### config.mk
export PLATFORM = sky130hd
export DESIGN_NAME = multicycle_controller
export DESIGN_NICKNAME = d
export VERILOG_FILES = /design/src/rtl/multicycle_controller.sv
export SDC_FILE = /design/constraint.sdc
export NUM_CORES = 1
export LEC_CHECK = 0
export ABC_AREA = 1
export BUFFER_PORTS_ARGS = -buffer_cell sky130_fd_sc_hd__buf_2
export CORE_MARGIN = 3
export CORE_UTILIZATION = 52
export DETAILED_ROUTE_END_ITERATION = 6
export PLACE_DENSITY = 0.79
export SLEW_MARGIN = 20
export SYNTH_ARGS = -nofsm -noshare
export SYNTH_HDL_FRONTEND = slang
export SYNTH_SLANG_ARGS = --single-unit
### constraint.sdc
create_clock -name clk -period 2.1 [get_ports clk]
set_clock_uncertainty 0.2 [all_clocks]
set_input_delay 0.105 -clock clk [delete_from_list [all_inputs] [get_ports clk]]
set_output_delay 0.105 -clock clk [all_outputs]
set_load 0.01 [all_outputs]
### src/rtl/multicycle_controller.sv
// Multi-cycle RV32 subset controller: fetches over a req/ready port, decodes the
// latched instruction and sequences control strobes for the existing datapath.
module multicycle_controller #(
    parameter int TIMEOUT   = 16,
    parameter int INSTRET_W = 32
) (
    input  logic                 clk,
    input  logic                 reset,
    output logic                 imem_req,
    input  logic                 imem_ready,
    input  logic [31:0]          imem_rdata,
    output logic                 dmem_req,
    output logic                 dmem_we,
    input  logic                 dmem_ready,
    input  logic                 zero,
    output logic [31:0]          ir,
    output logic [2:0]           alu_op,
    output logic                 alu_src,
    output logic [1:0]           imm_sel,
    output logic                 rf_we,
    output logic                 wb_sel,
    output logic                 pc_we,
    output logic                 pc_src,
    output logic                 illegal,
    output logic                 bus_error,
    output logic [INSTRET_W-1:0] retired,
    output logic [2:0]           state_check
);

    typedef enum logic [2:0] {
        FETCH     = 3'd0,
        DECODE    = 3'd1,
        EXECUTE   = 3'd2,
        MEMORY    = 3'd3,
        WRITEBACK = 3'd4,
        HALT      = 3'd5
    } state_t;

    typedef enum logic [2:0] {K_R, K_I, K_LW, K_SW, K_BEQ, K_BAD} kind_t;

    localparam logic [2:0] ALU_ADD = 3'd0;
    localparam logic [2:0] ALU_SUB = 3'd1;
    localparam logic [2:0] ALU_AND = 3'd2;
    localparam logic [2:0] ALU_OR  = 3'd3;
    localparam logic [2:0] ALU_XOR = 3'd4;
    localparam logic [2:0] ALU_SLL = 3'd5;
    localparam logic [2:0] ALU_SRL = 3'd6;
    localparam logic [2:0] ALU_SLT = 3'd7;

    localparam int CNT_W = (TIMEOUT > 1) ? $clog2(TIMEOUT + 1) : 1;
    localparam bit TIMEOUT_EN = (TIMEOUT > 0);
    localparam logic [CNT_W-1:0] WAIT_LAST = TIMEOUT_EN ? CNT_W'(TIMEOUT - 1) : '0;

    state_t           state, next_state;
    kind_t            kind;
    logic [2:0]       dec_op;
    logic             dec_src;
    logic [1:0]       dec_sel;
    logic [CNT_W-1:0] wait_cnt;
    logic [2:0]       funct3;
    logic [6:0]       funct7;
    logic             retire, waiting, timeout_hit, set_illegal;

    assign funct3      = ir[14:12];
    assign funct7      = ir[31:25];
    assign state_check = state;

    function automatic logic [2:0] f3_to_op(input logic [2:0] f3);
        case (f3)
            3'b001:  return ALU_SLL;
            3'b010:  return ALU_SLT;
            3'b100:  return ALU_XOR;
            3'b101:  return ALU_SRL;
            3'b110:  return ALU_OR;
            3'b111:  return ALU_AND;
            default: return ALU_ADD;
        endcase
    endfunction

    // Instruction class and ALU controls depend only on the latched ir.
    always_comb begin
        kind    = K_BAD;
        dec_op  = ALU_ADD;
        dec_src = 1'b0;
        dec_sel = 2'd0;
        case (ir[6:0])
            7'b0110011: begin
                dec_op = f3_to_op(funct3);
                if (funct3 == 3'b000 && funct7 == 7'h20) begin
                    kind   = K_R;
                    dec_op = ALU_SUB;
                end else if (funct7 == 7'h00 && funct3 != 3'b011) begin
                    kind = K_R;
                end
            end
            7'b0010011: begin
                dec_op  = f3_to_op(funct3);
                dec_src = 1'b1;
                if (funct3 == 3'b001 || funct3 == 3'b101) begin
                    if (funct7 == 7'h00) kind = K_I;
                end else if (funct3 != 3'b011) begin
                    kind = K_I;
                end
            end
            7'b0000011: begin
                dec_src = 1'b1;
                if (funct3 == 3'b010) kind = K_LW;
            end
            7'b0100011: begin
                dec_src = 1'b1;
                dec_sel = 2'd1;
                if (funct3 == 3'b010) kind = K_SW;
            end
            7'b1100011: begin
                dec_op  = ALU_SUB;
                dec_sel = 2'd2;
                if (funct3 == 3'b000) kind = K_BEQ;
            end
            default: ;
        endcase
    end

    // Everything is gated by reset so strobes drop the instant reset asserts.
    always_comb begin
        next_state  = state;
        imem_req    = 1'b0;
        dmem_req    = 1'b0;
        dmem_we     = 1'b0;
        rf_we       = 1'b0;
        wb_sel      = 1'b0;
        pc_we       = 1'b0;
        pc_src      = 1'b0;
        alu_op      = ALU_ADD;
        alu_src     = 1'b0;
        imm_sel     = 2'd0;
        retire      = 1'b0;
        waiting     = 1'b0;
        timeout_hit = 1'b0;
        set_illegal = 1'b0;
        if (reset) begin
            if (state inside {EXECUTE, MEMORY, WRITEBACK}) begin
                alu_op  = dec_op;
                alu_src = dec_src;
                imm_sel = dec_sel;
            end
            case (state)
                FETCH: begin
                    imem_req = 1'b1;
                    if (imem_ready) next_state = DECODE;
                    else            waiting    = 1'b1;
                end
                DECODE: begin
                    if (kind == K_BAD) begin
                        set_illegal = 1'b1;
                        next_state  = HALT;
                    end else begin
                        next_state = EXECUTE;
                    end
                end
                EXECUTE: begin
                    case (kind)
                        K_BEQ: begin
                            pc_we      = 1'b1;
                            pc_src     = zero;
                            retire     = 1'b1;
                            next_state = FETCH;
                        end
                        K_LW, K_SW: next_state = MEMORY;
                        default:    next_state = WRITEBACK;
                    endcase
                end
                MEMORY: begin
                    dmem_req = 1'b1;
                    dmem_we  = (kind == K_SW);
                    if (!dmem_ready) begin
                        waiting = 1'b1;
                    end else if (kind == K_SW) begin
                        pc_we      = 1'b1;
                        retire     = 1'b1;
                        next_state = FETCH;
                    end else begin
                        next_state = WRITEBACK;
                    end
                end
                WRITEBACK: begin
                    rf_we      = (ir[11:7] != 5'd0);
                    wb_sel     = (kind == K_LW);
                    pc_we      = 1'b1;
                    retire     = 1'b1;
                    next_state = FETCH;
                end
                HALT:    next_state = HALT;
                default: next_state = HALT;
            endcase
            if (waiting && TIMEOUT_EN && wait_cnt == WAIT_LAST) begin
                timeout_hit = 1'b1;
                next_state  = HALT;
            end
        end
    end

    always_ff @(posedge clk or negedge reset) begin
        if (!reset) begin
            state     <= FETCH;
            ir        <= '0;
            retired   <= '0;
            illegal   <= 1'b0;
            bus_error <= 1'b0;
            wait_cnt  <= '0;
        end else begin
            state <= next_state;
            if (state == FETCH && imem_ready) ir <= imem_rdata;
            if (retire) retired <= retired + INSTRET_W'(1);
            if (set_illegal) illegal <= 1'b1;
            if (timeout_hit) bus_error <= 1'b1;
            if (waiting && TIMEOUT_EN && !timeout_hit) wait_cnt <= wait_cnt + CNT_W'(1);
            else                                        wait_cnt <= '0;
        end
    end

endmodule

==> results.ini, run 1 <==
[run_status]
status=complete, but fails checks
violations=negative setup slack

[setup_path]
cp_top_family=simple AND/OR/NAND/NOR gates
cp_max_fo=3
max_stage_delay_ns=0.45
slowest_stage=dfrtp_1
arrival_ns=2.01
crit_path_end_kind=output pin
path_buf_inv=2
path_class=flop to output pin
crit_chain=nor2_4, nand4_1, nor2_1, inv_1, nor4_2, buf_2
crit_required_ns=1.79
start_kind=flop

[grt]
grt_overflow=0
grt_pass1_vias=4303
grtUsageTotal_pct=29.88
antenna_found_initial=0
grt_max_degree=55
grt_pass1_wl_um=20940

[placement]
dp.cells=737
port_buffers=118
pre_cts_ws_ns=0.07568
hpwl_um=8148
place_congestion=0.9375

[floorplan]
rows=31
io-pin-count=119
die_height_um=95.02
initial_utilization_pct=55.04
core-area_sq_mm=0.007486
die_area_sq_mm=0.009028
die_w_um=95.02

[power_and_ir_drop]
p_per_area_mw_per_mm2=461.6
clkPwrFrac_pct=40.3
swShare_pct=24.68
seqPwrFrac_pct=53.7
netSwitchingPower_mw=0.6608
p_leak_nw=3.080
p_int_mw=2.017
ir_worst_vdd_v=0.0003653
p_comb_share_pct=6.0

[logic_synthesis]
yosys-top-cells-count=130 x nand2_1, 74 x dfrtp_1, 65 x nor2_1
syn-mean-instance-area_sq_um=7.969
yosysMostFrequentCell=nand2_1
synth-edff-count=0
synthTopCellsByArea=dfrtp_1 45%, nand2_1 12%, nand3_1 6.0%
yosysWarnings=0
synth_seq_cells=74
syn_area_sq_mm=0.004120
synthDistinctLibCells=32
yosysTopAreaCell=dfrtp_1
syn-instance-count=517
async_flop_share_pct=100.0
syn_nets=557
yosysSeqAreaShare_pct=44.94
yosys.area.top_type_share_pct=44.94
synth-main-ff-cell=dfrtp_1

[sta]
whs_ns=0.01327
period_minus_slack_ns=2.319
final.setup.tns_ns=-3.229
setup_ws_ns=-0.2190
rsz0062_at_grt=true
drv_slew=0
tightest_slew_ns=0.6555
setup_violations=36
slew_headroom_pct=56.30
clock.fmax_mhz=431.2
post-route-period-util_pct=110.4
hold_violations=0

[clocking]
cts_num_sinks=74
clock_tree.root_cell=clkbuf_8
cts_tree=built
path_clk_slew_ns=0.09
cts.htree.levels=3
clock_latency_ns=0.36
clockBufferDepth=2
cts-buffers-inserted=9

[layout]
nets=740
fin_cells=804
drive_gt1_share_pct=35.32
num_antenna_cells=0
area_growth_pct=40.78

[routing]
ant_nets=0
drc=0
wl_per_cell_um=16.86
dr.pass1.iters=7
vias=4488
first_iter_violations=368
vias_per_cell=5.582
wl_um=13550

[worst_hold_path]
hold_class=primary input to flop

[flow_run]
drv_cap=0

-- repair_timing --
item	in CTS	in global routing
endpoints found under the setup margin	5	42
pin swaps	14	10
gates cloned	0	3
endpoints found under the hold margin	106	0
resized for setup	35	29
setup buffers	12	3
hold buffers	34	0
-- layout make-up --
cell class / count / area [sq um]
Clock buffer: 12 / 155.1
Sequential cell: 74 / 1856
Tap cell: 99 / 123.9
Inverter: 47 / 181.4
Timing Repair Buffer: 187 / 1290
Fill cell: 476 / 1685
Clock inverter: 4 / 33.78
Multi-Input combinational cell: 381 / 2161
-- per-stage QoR --
| stage | utilization (%) | total power [mW] | instance area (sq um) |
|---|---|---|---|
| finish | 77.49 | 2.678 | 5801 |
| global route | 77.49 | 2.781 | 5801 |
| CTS | 75.61 | 2.668 | 5660 |
| detailed placement | 65.67 | 1.570 | 4916 |
| global placement | 65.67 | 1.568 | 4916 |
| floorplan | - | 1.491 | 4120 |
-- final timing paths --
kind | startpoint | endpoint | slack, ns | depth (start not counted)
worst min-delay path | reset | retired[24] | 0.01 | 5
max in group asynchronous | reset | ir[6] | 0.90 | 3
worst max-delay path | ir[3] | wb_sel | -0.22 | 6
worst min register to register | wait_cnt[0] | wait_cnt[0] | 0.26 | 1
worst max register to register | ir[3] | retired[14] | -0.11 | 12
min in group asynchronous | reset | bus_error | 0.29 | 3
-- state kept, by name, indices dropped and copies added, names as in the netlist --
| name | cells |
|---|---|
| bus_error | 1 |
| illegal | 1 |
| ir | 32 |
| retired | 32 |
| state_check | 3 |
| wait_cnt | 5 |
-- worst register-to-register path: cells and delay by family (launching register included) --
family	cells	cell delay [ns]
flops	1	0.45
simple gates	8	0.84
compound gates	1	0.17
buf+inv	3	0.42
-- power by group through the flow --
stage	Sequential [mW]	Clock [mW]	Combinational [mW]
5_1_grt	1.44	1.17	0.175
4_1_cts	1.44	1.07	0.155
3_5_place_dp	1.47	0	0.104
6_report	1.44	1.08	0.160
2_1_floorplan	1.47	0	0.0231
3_3_place_gp	1.47	0	0.102
-- placed cells by master, fill, tap and decap left out, types with 18 or more instances in the layout --
| cell | count |
|---|---|
| buf_2 | 116 |
| mux2_2 | 20 |
| a21oi_1 | 18 |
| inv_1 | 32 |
| dlygate4sd3_1 | 34 |
| nand3_1 | 43 |
| nor2_1 | 56 |
| buf_4 | 27 |
| dfrtp_1 | 71 |
| nand2_1 | 118 |
-- kinds of logic (layout without fill, tap and decap cells) --
group	Yosys count	after routing	share of synthesized area, %
compound gates	36	36	4.737
flops	74	74	44.94
mux	20	20	5.466
buf+inv	62	250	6.377
fa+ha+maj	3	3	0.9111
simple gates	291	291	30.98
xor+xnor	31	31	6.590
-- routing by layer --
layer	track usage, %	vias to the layer above	wire length [um]
met4	12.86	0	628
met2	51.56	290	6647
met1	36.08	2079	5164
li1	-	2044	-
met5	0	-	0
met3	6.314	75	1114
Note: power is estimated with default switching activity, not from simulation.
==> inputs of run 2 (changes only) <==
--- a/config.mk
+++ b/config.mk
@@ -15,3 +15,4 @@
 export SYNTH_ARGS = -nofsm -noshare
 export SYNTH_HDL_FRONTEND = slang
 export SYNTH_SLANG_ARGS = --single-unit
+export TNS_END_PERCENT = 50
==> results.ini, run 2 (synthesis results as in run 1) <==
[sta]
final.setup.tns_ns=-4.432
hold_violations=0
drv_slew=0
tightest_slew_ns=0.6546
slew_headroom_pct=56.36
clock.fmax_mhz=425.0
setup_ws_ns=-0.2530
post-route-period-util_pct=112.0
setup_violations=37
whs_ns=0.02635
rsz0062_at_grt=true
period_minus_slack_ns=2.353

[routing]
wl_met2_um=6553
wl_per_cell_um=16.57
vias_per_cell=5.560
dr.pass1.iters=6
first_iter_violations=310
wl_um=13290
vias=4459
ant_nets=0
wl_met3_um=1033
wl_met1_um=5086
drc=0
top_layer=met4

[placement]
post_dp_cell_area_sq_mm=0.004916
dp.cells=737
port_buffers=118
pre_cts_ws_ns=0.07568
place_congestion=0.9375
hpwl_um=8148

[setup_path]
slowest_stage=dfrtp_1
crit_required_ns=1.79
start_kind=flop
crit_chain=nor2_4, nand4_1, nor2_1, inv_1, nor4_2, buf_2
cp_max_fo=3
crit_path_end_kind=output pin
crit_start=ir[3]
max_stage_delay_ns=0.44
arrival_ns=2.05
r2r_start=ir[3]
path_class=flop to output pin

[grt]
grt_overflow=0
antenna_found_initial=0
grt_pass1_wl_um=20940
grt_max_degree=55
grt_pass1_vias=4305
grtUsageTotal_pct=29.88

[power_and_ir_drop]
p_per_area_mw_per_mm2=465.1
p_leak_nw=3.060
ir_worst_vdd_v=0.0003655

[clocking]
cts_num_sinks=74
cts.htree.levels=3
clockBufferDepth=2
cts_tree=built
clock_latency_ns=0.36
clock_tree.root_cell=clkbuf_8
path_clk_slew_ns=0.09
cts-buffers-inserted=9

[floorplan]
rows=31
core-area_sq_mm=0.007486
die_height_um=95.02
die_w_um=95.02
io-pin-count=119
die_area_sq_mm=0.009028
initial_utilization_pct=55.04

[run_status]
violations=negative setup slack
status=complete, but fails checks

[layout]
num_antenna_cells=0
nets=738
fin_cells=802
final_cell_mix=118 x nand2_1, 116 x buf_2, 71 x dfrtp_1
reg_top3=ir (32), retired (32), wait_cnt (5)
final_common_cell=nand2_1
area_growth_pct=39.60
drive_gt1_share_pct=35.14
final_cell_area_sq_mm=0.005752

[worst_hold_path]
hold_class=primary input to flop
worstHoldStart=reset

[flow_run]
drv_cap=0

[run 2: cell count changes in the layout (fill, tap and decap cells not counted)]
cell	previous run	this run
o21ai_0	7	10
o21ai_1	3	0
buf_12	3	2
buf_4	27	28
buf_6	5	4
clkbuf_16	2	1
[run 2: final cells by class]
cell class / count / area (sq um)
clock buffer: 12 / 155.1
clock inverter: 4 / 33.78
fill: 493 / 1734
inverter: 47 / 181.4
multi-input combinational: 381 / 2161
sequential: 74 / 1856
tap: 99 / 123.9
timing repair buffer: 185 / 1241
[run 2: through the flow]
step / power [mW] / util [%]
finish: 2.675 / 76.83
global route: 2.779 / 76.83
CTS: 2.668 / 75.61
detailed placement: 1.570 / 65.67
global placement: 1.568 / 65.67
floorplan: 1.491 / -
[run 2: power by group]
| part | leakage [nW] | switching [mW] | internal [mW] |
|---|---|---|---|
| clock | 0.0936 | 0.573 | 0.505 |
| sequential | 0.946 | 0.00873 | 1.43 |
| combinational | 2.02 | 0.0770 | 0.0819 |
| total | 3.06 | 0.658 | 2.02 |
[run 2: worst paths after layout]
kind,endpoint,slack [ns],cells after the start
setup / recovery,wb_sel,-0.25,6
hold / removal,retired[25],0.03,6
setup reg to reg,retired[15],-0.16,12
hold reg to reg,wait_cnt[0],0.26,1
max in group asynchronous,ir[6],0.89,3
min in group asynchronous,bus_error,0.29,3
[run 2: per-layer routing]
layer / up-vias / GRT usage [%]
li1: 2040 / -
met5: - / 0
met4: 0 / 12.86
met3: 68 / 6.314
met2: 258 / 51.56
met1: 2093 / 36.08
[run 2: repair_timing]
item,CTS,global route
endpoints found under the hold margin,106,0
pin swaps,14,8
endpoints found under the setup margin,5,42
setup buffers,12,2
gates resized for setup,35,23
cloned,0,1
hold buffers,34,0
[run 2: critical path, delay by kind of cell (launching register included)]
| kind | cells | cell delay, ns |
|---|---|---|
| buffers and inverters | 2 | 0.28 |
| and+or+nand+nor | 4 | 0.96 |
| DFF | 1 | 0.44 |
==> inputs of run 3 (changes only) <==
--- a/config.mk
+++ b/config.mk
@@ -8,9 +8,9 @@
 export ABC_AREA = 1
 export BUFFER_PORTS_ARGS = -buffer_cell sky130_fd_sc_hd__buf_2
 export CORE_MARGIN = 3
-export CORE_UTILIZATION = 52
+export CORE_UTILIZATION = 56
 export DETAILED_ROUTE_END_ITERATION = 6
-export PLACE_DENSITY = 0.79
+export PLACE_DENSITY = 0.84
 export SLEW_MARGIN = 20
 export SYNTH_ARGS = -nofsm -noshare
 export SYNTH_HDL_FRONTEND = slang
==> constraint.sdc (replaced) <==
create_clock -name clk -period 2.94 [get_ports clk]
set_clock_uncertainty 0.2 [all_clocks]
set_input_delay 0.147 -clock clk [delete_from_list [all_inputs] [get_ports clk]]
set_output_delay 0.147 -clock clk [all_outputs]
set_load 0.01 [all_outputs]
==> results.ini, run 3 (synthesis results as in run 1) <==
[run_status]
status=finished clean

[clocking]
path_clk_slew_ns=0.09
cts-buffers-inserted=9
cts.htree.levels=3
post-cts-setup-buffers=0
clockBufferDepth=2
cts_num_sinks=74
clock_latency_ns=0.35
cts_tree=built
clock_tree.root_cell=clkbuf_8
ctsHoldBuffers=33
cts_resized=0

[power_and_ir_drop]
ir_worst_vdd_v=0.0003280
p_per_area_mw_per_mm2=379.0
p_leak_nw=2.855

[setup_path]
crit_chain=nor2_2, nand2_1, inv_2, nand2_2, nor2_1, nand2_1, o21ai_1, inv_1, nand2_4, nand2_2, inv_1, buf_2
start_kind=flop
max_stage_delay_ns=0.43
r2r-end=retired[15]
r2r_slack_ns=0.51
r2r_start=ir[2]
crit_required_ns=2.59
r2r_cells=13
crit_path_end_kind=output pin
path_buf_inv=4
arrival_ns=2.31
cp_top_family=simple AND/OR/NAND/NOR gates
cp.depth=12
path_class=flop to output pin
slowest_stage=dfrtp_1
cp_max_fo=20

[sta]
post-route-period-util_pct=90.34
clock.fmax_mhz=376.5
drv_slew=0
period_minus_slack_ns=2.656
rsz0062_at_grt=false
slew_headroom_pct=63.03
hold_violations=0
setup_violations=0
setup_ws_ns=0.2840
tightest_slew_ns=0.5503
final.setup.tns_ns=0

[placement]
pre_cts_ws_ns=0.6182
port_buffers=118
hpwl_um=7935
place_congestion=0.9446

[floorplan]
rows=30
die_w_um=91.78
die_area_sq_mm=0.008423
io-pin-count=119
initial_utilization_pct=59.33
die_height_um=91.78
core-area_sq_mm=0.006944

[routing]
drc=0
wl_per_cell_um=14.75
vias_per_cell=5.342
vias=4113
first_iter_violations=356
wl_um=11360
dr.pass1.iters=5
ant_nets=0

[grt]
grt_max_degree=46
grt_pass1_vias=4035
grtUsageTotal_pct=28.32
grt_overflow=0
grt_pass1_wl_um=19350
antenna_found_initial=0

[layout]
reg_top3=ir (32), retired (32), wait_cnt (5)
drive_gt1_share_pct=26.56
final_cell_mix=130 x nand2_1, 117 x buf_2, 74 x dfrtp_1
area_growth_pct=29.67
num_antenna_cells=0
final_common_cell=nand2_1
nets=709
fillers=496

[flow_run]
drv_cap=0

[worst_hold_path]
hold_class=primary input to asynchronous set/reset pin

run 3: how the worst max path moves through the flow:
| stage | startpoint | endpoint | slack (ns) |
|---|---|---|---|
| 2_1_floorplan | ir[1] | retired[22] | 1.0 |
| 3_3_place_gp | ir[12] | retired[5] | 0.75 |
| 3_5_place_dp | ir[3] | retired[5] | 0.62 |
| 4_1_cts | ir[3] | pc_we | 0.31 |
| 5_1_grt | ir[2] | pc_we | 0.11 |
| 6_report | ir[2] | pc_we | 0.28 |
run 3: report_power, final:
group / internal (mW) / switching, mW
registers: 1.02 / 0.00761
clock network: 0.486 / 0.405
logic: 0.0556 / 0.0504
total: 1.56 / 0.463
run 3: layer usage:
| metal | vias to the layer above | track usage, % | share of wire (%) |
|---|---|---|---|
| met2 | 179 | 47.05 | 49 |
| met4 | 0 | 12.50 | 3.3 |
| met5 | - | 0 | 0 |
| met3 | 36 | 4.266 | 6.9 |
| met1 | 1906 | 36.77 | 41 |
| li1 | 1992 | - | - |
run 3: final cells by class:
type                    instances  area [sq um]  share of cell area [%]
well taps                      96         120.1                   2.248
flip-flops and latches         74          1852                   34.66
inverters                      47         176.4                   3.302
repair buffers                156         960.9                   17.99
multi-input cells             381          2011                   37.63
clock buffers                   9         123.9                   2.319
clock inverters                 7         98.84                   1.850
run 3: through the flow:
stage	cell area [sq um]	cells	util, %	hold WS [ns]	total power, mW
floorplan	4120	517	-	-0.3486	1.065
CTS	5343	770	76.94	0.03959	2.032
global route	5343	770	76.94	0.04453	2.091
detailed placement	4790	721	68.97	-0.1421	1.120
global placement	4790	721	68.97	-0.1439	1.118
finish	5343	770	76.94	0.02282	2.025
